File: src/rtl/eth_tx_gmii_framer.sv
// rtl/eth_tx_gmii_framer.sv - GMII transmit framer: preamble/SFD, zero pad, CRC-32 FCS, inter-frame gap.
// State names describe what is on gmii_txd in the current cycle; the next byte is loaded at the clock edge.
module eth_tx_gmii_framer #(
  parameter int MIN_FRAME = 60,
  parameter int IFG_BYTES = 12,
  parameter int PRE_LEN   = 7
) (
  input  logic       ACLK,
  input  logic       ARESETn,
  input  logic [7:0] tx_data,
  input  logic       tx_valid,
  input  logic       tx_last,
  output logic       tx_ready,
  output logic [7:0] gmii_txd,
  output logic       gmii_tx_en,
  output logic       gmii_tx_er,
  output logic       frame_done,
  output logic       underrun
);

  typedef enum logic [2:0] {
    S_IDLE, S_PRE, S_SFD, S_DATA, S_PAD, S_FCS, S_ABORT, S_IFG
  } state_t;

  localparam logic [15:0] MIN_W    = 16'(MIN_FRAME);
  localparam logic [7:0]  PRE_LAST = 8'(PRE_LEN - 1);
  localparam logic [7:0]  IFG_LAST = 8'(IFG_BYTES - 1);

  state_t      state, state_nx;
  logic [7:0]  cnt, cnt_nx;
  logic [15:0] byte_cnt, byte_cnt_nx;
  logic [31:0] crc, crc_nx, crc_inv;
  logic [7:0]  txd_nx;
  logic        en_nx, er_nx, done_nx, und_nx;
  logic [1:0]  fcs_idx;

  function automatic logic [31:0] crc_byte(input logic [31:0] c, input logic [7:0] d);
    logic [31:0] r;
    r = c ^ {24'h0, d};
    for (int i = 0; i < 8; i++)
      r = r[0] ? ((r >> 1) ^ 32'hEDB88320) : (r >> 1);
    return r;
  endfunction

  assign crc_inv = ~crc;
  assign fcs_idx = cnt[1:0] + 2'd1;

  always_ff @(posedge ACLK or negedge ARESETn) begin
    if (!ARESETn) begin
      state      <= S_IDLE;
      cnt        <= '0;
      byte_cnt   <= '0;
      crc        <= '1;
      gmii_txd   <= '0;
      gmii_tx_en <= 1'b0;
      gmii_tx_er <= 1'b0;
      frame_done <= 1'b0;
      underrun   <= 1'b0;
    end else begin
      state      <= state_nx;
      cnt        <= cnt_nx;
      byte_cnt   <= byte_cnt_nx;
      crc        <= crc_nx;
      gmii_txd   <= txd_nx;
      gmii_tx_en <= en_nx;
      gmii_tx_er <= er_nx;
      frame_done <= done_nx;
      underrun   <= und_nx;
    end
  end

  always_comb begin
    state_nx    = state;
    cnt_nx      = cnt;
    byte_cnt_nx = byte_cnt;
    crc_nx      = crc;
    txd_nx      = 8'h00;
    en_nx       = 1'b0;
    er_nx       = 1'b0;
    done_nx     = 1'b0;
    und_nx      = 1'b0;
    tx_ready    = 1'b0;
    case (state)
      S_IDLE: begin
        byte_cnt_nx = '0;
        crc_nx      = '1;
        if (tx_valid) begin
          state_nx = S_PRE;
          cnt_nx   = '0;
          txd_nx   = 8'h55;
          en_nx    = 1'b1;
        end
      end
      S_PRE: begin
        en_nx = 1'b1;
        if (cnt == PRE_LAST) begin
          txd_nx   = 8'hD5;
          state_nx = S_SFD;
        end else begin
          txd_nx = 8'h55;
          cnt_nx = cnt + 8'd1;
        end
      end
      S_SFD, S_DATA: begin
        tx_ready = 1'b1;
        en_nx    = 1'b1;
        if (tx_valid) begin
          txd_nx      = tx_data;
          crc_nx      = crc_byte(crc, tx_data);
          byte_cnt_nx = (byte_cnt == 16'hFFFF) ? byte_cnt : byte_cnt + 16'd1;
          state_nx    = tx_last ? S_PAD : S_DATA;
        end else begin
          er_nx    = 1'b1;
          und_nx   = 1'b1;
          state_nx = S_ABORT;
        end
      end
      // Wire shows the last payload byte (or a pad byte); pad until the minimum is reached.
      S_PAD: begin
        en_nx = 1'b1;
        if (byte_cnt < MIN_W) begin
          crc_nx      = crc_byte(crc, 8'h00);
          byte_cnt_nx = byte_cnt + 16'd1;
        end else begin
          txd_nx   = crc_inv[7:0];
          cnt_nx   = '0;
          state_nx = S_FCS;
        end
      end
      S_FCS: begin
        if (cnt[1:0] == 2'd3) begin
          cnt_nx   = '0;
          state_nx = S_IFG;
        end else begin
          en_nx   = 1'b1;
          txd_nx  = crc_inv[{fcs_idx, 3'b000} +: 8];
          cnt_nx  = cnt + 8'd1;
          done_nx = (fcs_idx == 2'd3);
        end
      end
      S_ABORT: begin
        cnt_nx   = '0;
        state_nx = S_IFG;
      end
      S_IFG: begin
        byte_cnt_nx = '0;
        crc_nx      = '1;
        if (cnt == IFG_LAST) begin
          cnt_nx = '0;
          if (tx_valid) begin
            state_nx = S_PRE;
            txd_nx   = 8'h55;
            en_nx    = 1'b1;
          end else begin
            state_nx = S_IDLE;
          end
        end else begin
          cnt_nx = cnt + 8'd1;
        end
      end
      default: state_nx = S_IDLE;
    endcase
  end

endmodule

File: config.mk
export PLATFORM = sky130hd
export DESIGN_NAME = eth_tx_gmii_framer
export DESIGN_NICKNAME = d
export VERILOG_FILES = /design/src/rtl/eth_tx_gmii_framer.sv
export SDC_FILE = /design/constraint.sdc
export NUM_CORES = 1
export LEC_CHECK = 0
export CAP_MARGIN = 20
export CORE_ASPECT_RATIO = 0.9
export CORE_MARGIN = 1.5
export CORE_UTILIZATION = 25
export CTS_CLUSTER_SIZE = 28
export DETAILED_ROUTE_END_ITERATION = 8
export PLACE_DENSITY = 0.36
export SLEW_MARGIN = 0
export SYNTH_ARGS = -nofsm -noshare
export SYNTH_HDL_FRONTEND = slang
export SYNTH_SLANG_ARGS = --single-unit
File: constraint.sdc
create_clock -name ACLK -period 2.94 [get_ports ACLK]
set_clock_uncertainty 0.1 [all_clocks]
set_input_delay 0.882 -clock ACLK [delete_from_list [all_inputs] [get_ports ACLK]]
set_output_delay 0.882 -clock ACLK [all_outputs]
set_load 0.02 [all_outputs]
==> results.py <==
metrics = {
    "sta": {
        "timing.final.ws_setup_ns": 0.1123,
        "worst_slew_pin_slew_ns": 0.7800,
        "setup_viol": 0,
        "rsz0062_at_grt": "no",
        "relSlewSlack_pct": 47.63,
        "hold_viol_final": 0,
        "tns_ns": 0,
        "fin_crit_ns": 2.828,
        "clock.fmax_ghz": 0.3536,
        "period_share_pct": 96.18,
        "drv_slew": 0,
    },
    "global_routing": {
        "grt_pass1_wl_um": 26590,
        "grt_pass1_vias": 4326,
        "antenna_found_initial": 0,
        "track_usage_pct": 16.12,
        "grt-ovfl-total": 0,
        "grt_max_degree": 38,
    },
    "logic_synthesis": {
        "netlist.area_leader.share_pct": 18.01,
        "syn-num-nets": 573,
        "synth_seq_cells": 70,
        "synth_cells": 557,
        "synthMuxAreaShare_pct": 4.193,
        "synth_ff_type": "dfrtp_1",
        "synth-edff-count": 0,
        "synthDistinctLibCells": 58,
        "avgSynthCellArea_um2": 9.482,
        "synthAdderAreaFrac_pct": 0.9476,
        "synth_xor_area_share_pct": 27.34,
        "synth_area_mm2": 0.005281,
        "synthTopCellsByArea": "dfrtp_1, dfstp_2, xnor2_1",
        "yosys_warnings": 0,
        "synth_top_family_by_area": "XOR/XNOR gates",
        "yosysSeqAreaShare_pct": 33.93,
        "synth_async_sr_flop_share_pct": 100.0,
        "synth-simple-area-share_pct": 14.00,
        "synth_top_area_cell": "dfrtp_1",
        "synth_compound_area_share_pct": 15.35,
    },
    "place": {
        "hpwl_um": 12330,
        "place_congestion": 0.7987,
        "io_buffers": 24,
        "dpl_cell_area_mm2": 0.006170,
        "place_ws_ns": -0.3052,
    },
    "drt": {
        "routed_wl_um": 16760,
        "vias": 4304,
        "firstDrtPassIters": 5,
        "via_per_inst": 4.745,
        "antenna_left": 0,
        "wl_per_cell_um": 18.48,
        "drc": 0,
        "drt_iter0_markers": 315,
    },
    "final_layout": {
        "postLayoutCellArea_mm2": 0.006459,
        "drive_above_1_share_pct": 23.67,
        "antenna_cells": 0,
        "areaGrowthSynthToFinish_pct": 22.29,
        "nets": 632,
        "num-fill-cells": 2187,
        "finalCoreUtilization_pct": 31.10,
    },
    "cts": {
        "cts.sinks": 70,
        "ctsRootBufferMaster": "clkbuf_16",
        "cts_made_buffers": 9,
        "cts.path.max_buffers": 2,
        "htreeDepth": 3,
        "clock_latency_ns": 0.34,
        "clkTransAtPathRegs_ns": 0.06,
        "cts_tree": "built",
    },
    "setup_path": {
        "critPathRequiredTime_ns": 3.10,
        "cp-end-kind": "register",
        "cpPeakStageDelay_ns": 0.66,
        "startpoint_type": "input port",
        "slowest_stage": "clkdlybuf4s50_1",
        "path_cells": "clkdlybuf4s50_1, xnor2_2, buf_4, xor2_4, xnor2_2, xnor3_1, a221oi_2, o21ai_1",
        "cp_max_fo": 4,
        "arrival_ns": 2.99,
        "cpMostUsedCell": "xnor2_2",
        "worst-setup-path-type": "input port to register",
    },
    "floorplan": {
        "placementRows": 50,
        "start_util_pct": 25.43,
        "fp.dieH_um": 140.9,
        "coreArea_mm2": 0.02077,
        "die-area_mm2": 0.02201,
        "fp.dieW_um": 156.2,
        "pin_count": 25,
    },
    "status": {
        "status": "finished clean",
    },
    "min_path": {
        "hp-class": "input port to asynchronous set/reset pin",
    },
    "flow_run": {
        "cap_violations": 0,
    },
}
[what timing repair did]
item | in CTS | in global routing
buffers inserted | 0 | 0
endpoints found under the setup margin | 0 | 3
resized for setup | 0 | 2
hold buffers | 0 | 0
[cell families after synthesis]
group / Yosys count
adder cells (fa/ha/maj): 4
AO/OA/AOI/OAI: 129
XOR/XNOR: 139
flip-flops: 70
AND/OR/NAND/NOR: 159
multiplexers: 12
buffers and inverters: 44
[layout make-up]
cell class	instances	area, µm²	share of cell area [%]
clock inverters	5	33.78	0.5231
clock buffers	11	242.7	3.758
repair buffers	86	728.2	11.27
well taps	286	357.8	5.540
flip-flops and latches	70	1793	27.76
multi-input cells	443	3281	50.79
inverters	6	22.52	0.3487
[per-stage QoR]
stage               cells  hold WS (ns)
floorplan             557        0.3436
global placement      891        0.3720
detailed placement    891        0.3754
CTS                   907        0.3867
global route          907        0.4144
finish                907        0.3887
[cell usage in the layout (no fill, tap or decap), types with 13 or more instances in the layout]
master and instances:
dfstp_2 32, a21oi_1 23, xnor2_1 80, a221oi_1 15, clkdlybuf4s50_1 23, xor2_1 38, a31oi_1 13, buf_4 61
nor2_1 49, dfrtp_1 37, o21ai_0 45, nand2_1 52
[cells in the mapped netlist, types with 8 or more instances]
master	instances
nor2_1	49
nand4_1	9
and3_1	11
a21oi_1	23
o21ai_0	45
mux4_2	8
dfrtp_1	38
xor2_1	38
xnor2_2	12
clkbuf_1	22
xnor2_1	80
nand2_1	52
dfstp_2	32
a31oi_1	13
a221oi_1	15
nand3_1	9
[routing by layer]
metal	up-vias	global-route usage [%]	share of wire, %	wire [µm]
li1	2072	-	-	-
met1	2156	23.36	51	8496
met2	64	25.01	45	7586
met3	12	1.875	2.6	433
met4	0	4.862	1.5	248
met5	-	0	0	0
[registers in the layout, indices dropped and copies added (netlist names)]
| signal | flops |
|---|---|
| gmii_tx_en | 1 |
| byte_cnt | 16 |
| gmii_txd | 8 |
| state | 3 |
| underrun | 1 |
| frame_done | 1 |
| cnt | 8 |
| crc | 32 |
[critical path, delay by kind of cell]
kind / cells / cell delay [ns]
xor+xnor: 4 / 0.91
buf+inv: 2 / 0.83
compound gates: 2 / 0.35
[path summary, 6_finish.rpt]
kind / startpoint / to / slack (ns) / depth (start not counted)
max in group asynchronous: ARESETn / crc[13] / 1.70 / 2
worst max-delay path: tx_data[0] / crc[18] / 0.11 / 8
worst max register to register: byte_cnt[14] / byte_cnt[13] / 0.35 / 6
worst min-delay path: ARESETn / byte_cnt[9] / 0.39 / 1
min in group ACLK: crc[18] / crc[18] / 0.39 / 2
worst min register to register: crc[18] / crc[18] / 0.39 / 2
Power is not shown: default switching activity piles up to over one toggle a cycle in this logic, so the estimate is an artifact.
